## src/rtl/uart_pkg.sv

```systemverilog
// uart_pkg: state encoding, line levels and framing constants shared by the UART transmitter and receiver.
package uart_pkg;

    typedef enum logic [1:0] {IDLE, START, DATA, STOP} uart_state_t;

    localparam logic START_BIT  = 1'b0;
    localparam logic STOP_BIT   = 1'b1;
    localparam logic IDLE_LEVEL = 1'b1;
    localparam int   FRAME_BITS = 10;

    function automatic logic line_level(input uart_state_t s, input logic d);
        return (s == START) ? START_BIT : (s == DATA) ? d : (s == STOP) ? STOP_BIT : IDLE_LEVEL;
    endfunction

endpackage

```

## src/rtl/uart_baud_tick.sv

```systemverilog
// uart_baud_tick: bit-period timer; tick is high during the last clk of every CLKS_PER_BIT-cycle period.
module uart_baud_tick #(
    parameter int CLKS_PER_BIT = 16
) (
    input  logic clk,
    input  logic reset,
    input  logic enable,
    output logic tick
);

    localparam int CW = (CLKS_PER_BIT > 1) ? $clog2(CLKS_PER_BIT) : 1;
    localparam logic [CW-1:0] LAST = CW'(CLKS_PER_BIT - 1);

    logic [CW-1:0] count;

    always_ff @(posedge clk) begin
        if (reset || !enable)
            count <= '0;
        else
            count <= (count == LAST) ? '0 : count + 1'b1;
    end

    assign tick = enable && (count == LAST);

endmodule

```

## src/rtl/uart_tx.sv

```systemverilog
// uart_tx: 8N1 serialiser with a valid/ready byte handshake and registered line outputs.
module uart_tx
    import uart_pkg::*;
#(
    parameter int CLKS_PER_BIT = 16,
    parameter int DATA_BITS    = 8
) (
    input  logic                 clk,
    input  logic                 reset,
    input  logic [DATA_BITS-1:0] tx_data,
    input  logic                 tx_valid,
    output logic                 tx_ready,
    output logic                 tx,
    output logic                 busy
);

    localparam logic [2:0] LAST_BIT = 3'(DATA_BITS - 1);

    uart_state_t          state, state_nx;
    logic [DATA_BITS-1:0] shift, shift_nx;
    logic [2:0]           bit_idx, bit_idx_nx;
    logic                 tick;
    logic                 accept;

    uart_baud_tick #(.CLKS_PER_BIT(CLKS_PER_BIT)) u_tick (
        .clk(clk),
        .reset(reset),
        .enable(state != IDLE),
        .tick(tick)
    );

    assign accept = tx_valid && tx_ready;

    always_comb begin
        state_nx   = state;
        shift_nx   = shift;
        bit_idx_nx = bit_idx;
        case (state)
            IDLE: if (accept) begin
                state_nx = START;
                shift_nx = tx_data;
            end
            START: if (tick) state_nx = DATA;
            DATA: if (tick) begin
                shift_nx   = shift >> 1;
                bit_idx_nx = (bit_idx == LAST_BIT) ? '0 : bit_idx + 1'b1;
                state_nx   = (bit_idx == LAST_BIT) ? STOP : DATA;
            end
            STOP: if (tick) state_nx = IDLE;
            default: state_nx = IDLE;
        endcase
    end

    // Outputs are registered from the next state so they change on the same edge as the state.
    always_ff @(posedge clk) begin
        if (reset) begin
            state    <= IDLE;
            shift    <= '0;
            bit_idx  <= '0;
            tx       <= IDLE_LEVEL;
            tx_ready <= 1'b1;
            busy     <= 1'b0;
        end else begin
            state    <= state_nx;
            shift    <= shift_nx;
            bit_idx  <= bit_idx_nx;
            tx       <= line_level(state_nx, shift_nx[0]);
            tx_ready <= (state_nx == IDLE);
            busy     <= (state_nx != IDLE);
        end
    end

endmodule

```

## config.mk

```make
export PLATFORM = sky130hd
export DESIGN_NAME = uart_tx
export DESIGN_NICKNAME = d
export VERILOG_FILES = /design/src/rtl/uart_pkg.sv /design/src/rtl/uart_baud_tick.sv /design/src/rtl/uart_tx.sv
export SDC_FILE = /design/constraint.sdc
export NUM_CORES = 1
export LEC_CHECK = 0
export ABC_AREA = 1
export CAP_MARGIN = 20
export CORE_ASPECT_RATIO = 1.2
export CORE_MARGIN = 5
export CORE_UTILIZATION = 51
export DETAILED_ROUTE_END_ITERATION = 7
export PLACE_DENSITY = 0.76
export RECOVER_POWER = 25
export SLEW_MARGIN = 10
export SYNTH_ARGS = -nofsm -noshare
export SYNTH_HDL_FRONTEND = slang
export SYNTH_HIERARCHICAL = 1
export SYNTH_SLANG_ARGS = --single-unit
```

## constraint.sdc

```tcl
create_clock -name clk -period 2.25 [get_ports clk]
set_input_delay 0.45 -clock clk [delete_from_list [all_inputs] [get_ports clk]]
set_output_delay 0.45 -clock clk [all_outputs]
set_load 0.05 [all_outputs]
```

## Yosys cells after proc, flatten, opt, wreduce, memory -nomap -nowiden

Cells that the tools add are included.

| storage, ports and cells | value |
|---|---|
| register bits after elaboration | 20 |
| input bits | 11 |
| output and inout port bits | 3 |
| logic and storage cells | 43 |

| operators by class | value |
|---|---|
| $add $sub $neg | 2 |
| eq/ne operators | 9 |
| multiplexer cells | 12 |
| reduce and logical (&&, ||, !) cells | 12 |

Operator list:

| cell | number |
|---|---|
| 2-to-1 mux 8 bit | 2 |
| one-hot mux 8 bit (2 select lines) | 1 |
| 2-to-1 mux 2 bit | 4 |
| one-hot mux 2 bit (4 select lines) | 1 |
| == test 2 bit, second input constant | 3 |
| nonzero test 2 bit | 3 |
| adder 4 x 1 -> 4 bit, second input constant | 1 |
| == test 2 x 1 -> 1 bit, second input constant | 2 |
| == test 4 bit, second input constant | 1 |
| zero test 2 bit | 2 |
| != test 2 bit, second input constant | 2 |
| adder 3 x 1 -> 3 bit, second input constant | 1 |
| == test 3 bit, second input constant | 1 |
| 2-to-1 mux 1 bit | 3 |
| 2-to-1 mux 3 bit | 1 |
| AND reduction 3 bit | 1 |
| logical AND 1 bit | 2 |
| AND reduction 2 bit | 1 |
| OR reduction 2 bit | 1 |
| zero test 1 bit | 1 |
| logical OR 1 bit | 1 |

## Logic depth before layout (Yosys ltp)

Gate-level depths: netlist of the first run.

| logic depth | value |
|---|---|
| depth after elaboration | 7 |
| gate-level depth with buffers | 13 |
| mapped depth without buffers | 13 |

## Hierarchy

Netlist of the first run, hierarchy kept.

By module, submodules not included:

| module | instances | cells each | area an instance (um^2) | sequential area each (um^2) |
|---|---|---|---|---|
| uart_tx | 1 | 107 | 749.5 | 320.3 |
| uart_baud_tick | 1 | 20 | 166.4 | 80.1 |

## Least setup slack after synthesis of the first run

No wires, ideal clock.

| timing path | value |
|---|---|
| path type | reg-to-reg |
| from | register u_tick.count[0] |
| to | register bit_idx[0] |
| library setup time | 116 ps |
| arrival | 1428 ps |
| required time | 2134 ps |
| path slack | 706 ps |
| cell stages (with the launch flop) | 9 |
| buffers on the path | 1 |
| cell sequence | dfxtp_1 > ha_1 > nand3_1 > nor2_1 > inv_1 > nor2_4 > buf_4 > o21ai_0 > o211a_1 |

| on the way | value |
|---|---|
| longest elaborated chain between the ends | 3 |

Ends and longest elaborated chain:

| item | RTL line | text |
|---|---|---|
| from (decl) | uart_baud_tick.sv:14 | `logic [CW-1:0] count;` |
| from (signal assigned) | uart_baud_tick.sv:20 | `count <= (count == LAST) ? '0 : count + 1'b1;` |
| == test 4 bit | uart_baud_tick.sv:23 | `assign tick = enable && (count == LAST);` |
| logical AND 1 bit | uart_baud_tick.sv:23 |  |
| named net tick | uart_tx.sv:22 | `logic tick;` |
| AND reduction 2 bit (no source line) | n/a |  |
| to (signal assigned) | uart_tx.sv:66 | `bit_idx <= bit_idx_nx;` |
| to (decl) | uart_tx.sv:21 | `logic [2:0] bit_idx, bit_idx_nx;` |

The timed path passes the listed nets, and every way through them passes these cells.
A chain may end at the register's enable or synchronous reset.

## Final worst setup path of the first run

| timing path | value |
|---|---|
| from | register state[0] |
| to | register tx |

| on the way | value |
|---|---|
| longest elaborated chain between the ends | 7 |

Ends and longest elaborated chain:

| item | RTL line | text |
|---|---|---|
| from (decl) | uart_tx.sv:19 | `uart_state_t state, state_nx;` |
| from (signal assigned) | uart_tx.sv:64 | `state <= state_nx;` |
| nonzero test 2 bit * | uart_tx.sv:28 | `.enable(state != IDLE),` |
| logical AND 1 bit * | uart_baud_tick.sv:23 |  |
| named net tick | uart_tx.sv:22 |  |
| 2-to-1 mux 2 bit (on tied branches) | uart_tx.sv:49, uart_tx.sv:43, uart_tx.sv:44 |  |
| one-hot mux 2 bit (4 select lines) | uart_tx.sv:38 | `case (state)` |
| == test 2 bit | uart_pkg.sv:12 | `return (s == START) ? START_BIT : (s == DATA) ? d : (s == STOP) ? STOP_BIT : IDLE_LEVEL;` |
| 2-to-1 mux 1 bit | uart_pkg.sv:12 |  |
| 2-to-1 mux 1 bit * | uart_pkg.sv:12 |  |
| to (signal assigned) | uart_tx.sv:67 | `tx <= line_level(state_nx, shift_nx[0]);` |
| to (decl) | uart_tx.sv:13 | `output logic tx,` |

The timed path passes the listed nets; every way through them passes the cells marked *. The select of a mux whose other input is x is not followed.

==> impl.org, run 1 <==
** Run status
- Outcome :: finished clean

** Logic synthesis
- Predominant post-synthesis flop cell :: dfxtp_1
- Post-synth EDFFs :: 0
- Post-synthesis cell count :: 127
- Yosys Warn Count :: 6
- Most numerous cell in the Yosys netlist :: nand2_1
- Fraction of synthesis flops using an asynchronous set or reset pin :: 0%
- By area the synthesized netlist is led by dfxtp_1 44%, nand2_1 11%, nor2_1 8.2%, inv_1 7.8%, a21oi_1 7.7%.
- Share of the synthesized area in the top cell type :: 43.7%
- In this run, distinct cell masters in the synthesized netlist total 18.
- Synthesis inferred 20 register bits.
- The commonest cells after synthesis are 28 x nand2_1, 20 x dfxtp_1, 20 x nor2_1, 19 x inv_1, 14 x a21oi_1.
- Sequential elements use 43.7% of the synthesized area.
- Syn Area/Cell :: between 7 and 8 um^2
- dfxtp_1 takes more of the synthesized area than any other cell.
- Counting every net in the synthesized netlist gives between 100 and 150.
- Syn Std Cell Area :: between 900 and 1000 um^2

** Critical path
- At the worst endpoint, the required time is 2.45 ns.
- The cell that appears most often on the critical path is nand2_1.
- The largest single stage delay on the critical path is 0.46 ns.
- Crit-path cells :: nor2_1 > inv_1 > inv_1 > nor2_1 > inv_1 > nor2_4 > nand2_1 > nand3_1 > nand2_1 > nand2_1 > nand2_1
- Critical setup path kind :: register to register
- The cell family contributing the most delay on the critical path is simple AND/OR/NAND/NOR gates.
- For the worst flop-to-flop path, the logic depth is 11.
- In this run the worst path has a maximum fanout of 12.
- Tracing the worst setup path back leads to its startpoint at state[0].
- In this run the critical register-to-register path is captured at tx.
- Worst r2r src :: state[0]
- Among all stages on the critical path, the largest delay is contributed by dfxtp_1.
- For flop-to-flop paths, the worst setup slack is 0.35 ns.
- Number of buffers and inverters on the critical path :: 3
- Worst Setup End Kind :: register
- Critical Path Start Type :: register
- Critical path arrival :: between 2 and 2.5 ns

** Place
- Placer congestion estimate :: 0.800
- Detailed placement HPWL :: 1.38 mm
- Once placement completed, the tool counted placed cells totaling approximately 160.
- In this run the tool buffered the top-level ports with 13 buffer cells.

** Hold path
- The worst hold path terminates at shift[7].
- The min-delay analysis places its worst path in the category register to register.
- Hold path startpoint :: shift[7]
- The worst hold path passes through 2 cells.

** Detailed routing
- Vias/cell :: 4.94
- Detailed routing inserted a total of a little under 800 vias.
- The detail route stage leaves a number of antenna-violating nets equal to 0.
- Wire length per cell :: 11.0 um
- DRT Wirelength :: 1.77 mm
- Pre-antenna DRT Iters :: 4
- After detailed routing, the number of remaining DRC violations is 0.
- 1st-iter DRT viols :: 14

** STA
- Setup repair after global routing left no endpoint under its margin.
- Worst slew pin tran :: around 0.5 ns
- The number of pins with negative max-slew slack in the final report came to 0.
- Setup total negative slack :: 0 ns
- Share of the clock period used by the worst path after layout :: 84.3%
- Between clock sinks in the finished design, the worst skew comes to 0.00305 ns.
- Minimum clock period after layout :: between 1.5 and 2 ns
- Hold violation total from the final report :: 0
- Final hold analysis gives a worst-case slack of 0.470 ns.
- Maximum achievable frequency :: 527 MHz
- Setup violations remaining at the end of the flow were counted as 0.
- The worst pin sits at a relative slew slack of 65.8%.

** Die
- Count of pins on the block boundary :: 14
- The initialized floorplan defines 16 standard-cell rows.
- Vertical extent of the die :: 56.4 um
- Placeable core region :: 1660 um^2
- Initial core utilization :: 55.1%
- Width of the die :: 48.7 um
- The floorplan step defined a die boundary enclosing approximately 2700 um^2.

** CTS
- In this run, post-CTS hold repair placed 0 buffers.
- CTS clk-pin slew, worst paths :: 0.10 ns
- In this run the number of H-tree levels came out at 1.
- In this run the post-CTS setup repair buffer count came out at 0.
- TritonCTS built the clock tree.
- Counting along the longest clock path gives a buffer depth of 2.
- Root buf cell :: clkbuf_4
- Number of clock sinks :: 20
- Worst-skew pair later-pin latency :: 0.29 ns
- Number of resized instances in the post-cts repair step :: 0
- TritonCTS Buffers :: 3

** Power
- After layout, the design draws a total of 0.665 mW.
- The analysis attributes to cell leakage a power of 0.496 nW.
- Worst vdd rail ir drop :: between 0.3 and 0.4 mV
- Cell Pwr Density :: 617 nW/um^2

** GRT
- Global routing used roughly 14% of the available tracks across all layers.
- The number of global-route vias before repair came to 763.
- The first global-routing pass estimated 3.12 mm of wire.
- Summed over all layers, the global routing overflow is 0.
- The number of antenna violations at the first check in global routing is 0.
- Pin count of the biggest net entering global routing :: 13

** Final layout
- Leaving out filler cells and counting taps, the final layout contains 160.
- The area growth from synthesis to layout is 17.6%.
- The post-route netlist has 7.04% of its cells at a drive strength greater than 1.
- Count of inserted antenna diode cells :: 0
- Final net count :: 158
- Fin util :: 64.8%

** Flow run
- Number of max-cap violations :: 0
## worst register-to-register path, stage by stage, from the launching register on
cell and delay (ns):
dfxtp_1 0.46, nor2_1 0.16, inv_1 0.08, inv_1 0.05, nor2_1 0.20, inv_1 0.15, nor2_4 0.31, nand2_1 0.09
nand3_1 0.08, nand2_1 0.07, nand2_1 0.09, nand2_1 0.06
## cell usage in the layout (no fill, tap or decap)
| cell type | count |
|---|---|
| a21oi_1 | 14 |
| a21oi_2 | 1 |
| a21oi_4 | 1 |
| buf_4 | 1 |
| clkbuf_4 | 3 |
| clkdlybuf4s50_1 | 13 |
| dfxtp_1 | 20 |
| ha_1 | 3 |
| inv_1 | 19 |
| inv_2 | 1 |
| nand2_1 | 29 |
| nand2_2 | 2 |
| nand3_1 | 8 |
| nand4_1 | 1 |
| nor2_1 | 21 |
| nor2_4 | 1 |
| o211a_1 | 1 |
| o21ai_0 | 2 |
| xnor2_1 | 1 |
## metrics by stage
step / cell area, um^2 / setup slack [ns]
after floorplan: 916 / 0.706
after global placement: 1060 / 0.458
after detailed placement: 1060 / 0.399
after CTS: 1090 / 0.347
after global routing: 1080 / 0.102
final: 1080 / 0.354
## worst max path at each step
stage          slack, ns  cells after the start    endpoint
6_report            0.35                     11          tx
5_1_grt             0.10                     11          tx
4_1_cts             0.35                      1    tx_ready
3_5_place_dp        0.40                     10          tx
3_3_place_gp        0.46                     10          tx
2_1_floorplan       0.71                      8  bit_idx[0]
## report_power, final
group	total [mW]	internal (mW)	switching (mW)
Combinational	0.117	0.0485	0.0688
Sequential	0.386	0.373	0.0125
Clock	0.162	0.0624	0.0994
## registers in the layout, summed over array words and instances (netlist names)
| register | flops |
|---|---|
| bit_idx | 3 |
| shift | 8 |
| tx_ready | 1 |
| u_tick/count | 4 |
| busy | 1 |
| state | 2 |
| tx | 1 |
## cells by family after synthesis
| kind of cell | after synthesis | share of synthesized area [%] |
|---|---|---|
| compound gates | 19 | 12.6 |
| xor+xnor | 1 | 0.956 |
| fa+ha+maj | 3 | 4.10 |
| buf+inv | 22 | 9.43 |
| flops | 20 | 43.7 |
| simple gates | 62 | 29.2 |
## routing by layer
| metal | part of all wire [%] | global-route usage, % |
|---|---|---|
| met5 | 0 | 0 |
| met4 | 2.0 | 6.92 |
| met3 | 4.2 | 1.85 |
| met2 | 50 | 24.3 |
| met1 | 44 | 16.2 |
## area by class of cell
| cell class | count | area (um^2) |
|---|---|---|
| Fill cell | 163 | 584 |
| Multi-Input combinational cell | 85 | 419 |
| Sequential cell | 20 | 400 |
| Timing Repair Buffer | 14 | 138 |
| Inverter | 20 | 75.1 |
| Clock buffer | 3 | 22.5 |
| Tap cell | 18 | 22.5 |
(Power assumes the default switching activity.)
==> run 2: changes to the inputs <==
==> constraint.sdc (replaced) <==
create_clock -name clk -period 1.9 [get_ports clk]
set_input_delay 0.38 -clock clk [delete_from_list [all_inputs] [get_ports clk]]
set_output_delay 0.38 -clock clk [all_outputs]
set_load 0.05 [all_outputs]
==> run 2 against run 1 <==
Clock skew increased by 0.0026 ns. Sequential share of layout area decreased by 2.1 points. Clock-buffer cell count unchanged. Worst setup slack got worse by 0.28 ns. Final area increased by 6.0%. Critical path depth decreased by 10. Combinational power increased by 19%. Hold slack improved by 0.0059 ns. Non-clock buffer count increased by 2. Highest routed layer unchanged. Die area unchanged. Register-to-register slack got worse by 0.10 ns. Wire length decreased by 5.4%.
==> impl.org, run 2 (synthesis gave the netlist of run 1 again) <==
** Final layout
- In the final layout, the share of cells above drive strength 1 is 9.66%.
- The multi-input combinational cells in the finished layout cover a total of roughly 430 um^2.
- From synthesis to final layout, the design area changed by 24.7%.
- Fin util :: 68.8%
- Largest register FFs :: 8
- Final net count :: 160
- The sequential cells in the finished layout cover a total of 400 um^2.
- The top cell types in the final layout, fill and taps aside, are 29 x nand2_1, 20 x nor2_1, 20 x dfxtp_1.
- Area of all placed cells without fillers :: 1140 um^2
- Count of inserted antenna diode cells :: 0
- The largest registers in the layout are shift x8, u_tick/count x4, bit_idx x3.
- Number of fill cells in the layout :: 143
- Largest reg by FF count :: shift
- Final std cells w/o fill :: 163
- Leaving out fill and tap cells, the most frequent cell in the layout is nand2_1.

** CTS
- Counting along the longest clock path gives a buffer depth of 2.
- After clock tree synthesis, the setup repair step added 0 buffers.
- The root buffer cell chosen for the clock tree is clkbuf_4.
- CTS saw 20 sinks.
- Clock tree from TritonCTS :: built
- Clock-pin slew was measured on the worst setup and hold paths at ~0.11 ns.
- The clock reaches the later pin of the worst-skew pair after 0.29 ns.
- TritonCTS created 3 clock buffers.
- After clock tree synthesis, the repair step resized 0 gates.
- The number of hold buffers added after CTS was 0.
- Level count of the clock H-tree :: 1

** Critical path
- In this design, the stage delay of the slowest critical-path cell is just over 0.8 ns.
- Crit-path max FO :: 2
- In this run the critical register-to-register path is captured at shift[3].
- STA classifies the critical path startpoint as a register.
- Grouping stages by cell kind, the critical path spends the most delay in buffers and inverters.
- The slowest stage of the critical path belongs to the cell clkdlybuf4s50_1.
- In this run the number of cells on the critical path is 1.
- For flop-to-flop paths, the worst setup slack is 0.25 ns.
- Data required time at the worst endpoint :: 1.52 ns
- Worst r2r src :: state[0]
- Number of cells on the worst reg-to-reg path :: 10
- Worst Setup End Kind :: primary output
- Data on the critical path arrives at its endpoint at 1.44 ns.
- Capture point of the critical path :: tx_ready
- Number of buffers and inverters on the critical path :: 1
- Critical setup path kind :: register to primary output
- Crit-path cells :: clkdlybuf4s50_1
- Tracing the worst setup path back leads to its startpoint at tx_ready.

** GRT
- In the global route stage, overall resource usage came out at 13.6%.
- The first global-routing pass estimated 3.15 mm of wire.
- The number of antenna violations at the first check in global routing came to 0.
- Pin count of the biggest net entering global routing :: 13
- After global routing the overflow that remains totals 0.
- Via count of the first global-routing pass :: 758

** Detailed routing
- Wire length per cell :: a little over 10 um
- After detailed routing, the number of vias per cell comes to roughly 5.0.
- In this run the remaining antenna-violating nets after routing total 0.
- Total number of vias :: 813
- Pre-antenna DRT Iters :: 2
- For this block, the routed nets add up to between 1.5 and 2 mm of wire.
- 1st-iter DRT viols :: 8
- Number of remaining DRC errors :: 0

** Die
- The die is a little under 50 um wide.
- Count of pins on the block boundary :: 14
- For this configuration, the core starts out at a cell density of 55.1%.
- Placeable core region :: 1660 um^2
- The die covers 2750 um^2.
- Vertical extent of the die :: between 50 and 60 um
- The floorplan has 16 rows.

** STA
- Worst clock skew :: 0.00569 ns
- In the finished design, the share of the clock period the worst path needs comes to 96.0%.
- Final setup violation count :: 0
- Maximum achievable frequency :: 548 MHz
- Unrepaired setup endpoints after global routing :: false
- Minimum clock period after layout :: approximately 1.8 ns
- The number of pins with negative max-slew slack in the final report came to 0.
- Worst slew pin tran :: 0.501 ns
- The tightest hold path in the finished design has a slack of 0.476 ns.
- Hold violation total from the final report :: 0
- For the final routed database, the setup TNS stands at 0 ns.
- The worst pin sits at a relative slew slack of 66.5%.

** Place
- Placer congestion estimate :: approximately 0.7
- Counting tap cells, the placed design contains a total of 159 instances.
- Port buffering added 13 buffers.
- Summing all placed instances gives a cell area of 1090 um^2.
- Detailed placement HPWL :: 1.33 mm

** Power
- Worst vdd rail ir drop :: between 0.5 and 0.6 mV
- The analysis attributes to cell leakage a power of 0.526 nW.
- Cell Pwr Density :: 817 nW/um^2

** Flow run
- Number of max-cap violations :: 0

** Run status
- Outcome :: finished clean

** Hold path
- The min-delay analysis places its worst path in the category register to register.
- Hold Path Depth :: 2
## run 2: area by class of cell
type	count	share of cell area [%]
well taps	18	1.97
clock inverters	1	2.63
clock buffers	3	1.97
inverters	20	6.57
multi-input cells	85	37.3
repair buffers	16	14.5
flip-flops and latches	20	35.0
## run 2: where the power goes
| part | leakage, nW | internal, mW | total (mW) | switching (mW) |
|---|---|---|---|---|
| logic | 0.335 | 0.0582 | 0.139 | 0.0807 |
| registers | 0.163 | 0.442 | 0.458 | 0.0158 |
| clock network | 0.0279 | 0.213 | 0.336 | 0.124 |
## run 2: worst reg2reg max path: cells and delay by family (launching register included)
kind            cells  cell delay [ns]
flops               1             0.41
buf+inv             4             0.42
compound gates      2             0.34
simple gates        4             0.42
## run 2: through the flow
step	setup WS [ns]	power [mW]
after global placement	0.275	0.604
after detailed placement	0.258	0.607
after CTS	0.0492	0.944
after global routing	0.00135	0.987
final	0.0752	0.933
after floorplan	0.356	0.557
## run 2: worst min-delay path by stage
stage                     slack (ns)       startpoint         endpoint
after global routing            0.50         shift[6]         shift[6]
after CTS                       0.48         shift[5]         shift[5]
after floorplan                 0.43  u_tick/count[0]  u_tick/count[0]
after global placement          0.44  u_tick/count[0]  u_tick/count[0]
after detailed placement        0.46  u_tick/count[0]  u_tick/count[0]
final                           0.48         shift[5]         shift[5]
## run 2: layer usage
layer | share of wire [%] | GRT usage, % | vias up | wire [um]
met5 | 0 | 0 | - | 0
met4 | 0.90 | 4.62 | 0 | 15
met3 | 1.8 | 1.85 | 2 | 30
met2 | 51 | 24.4 | 7 | 847
met1 | 47 | 16.2 | 374 | 778
li1 | - | - | 430 | -
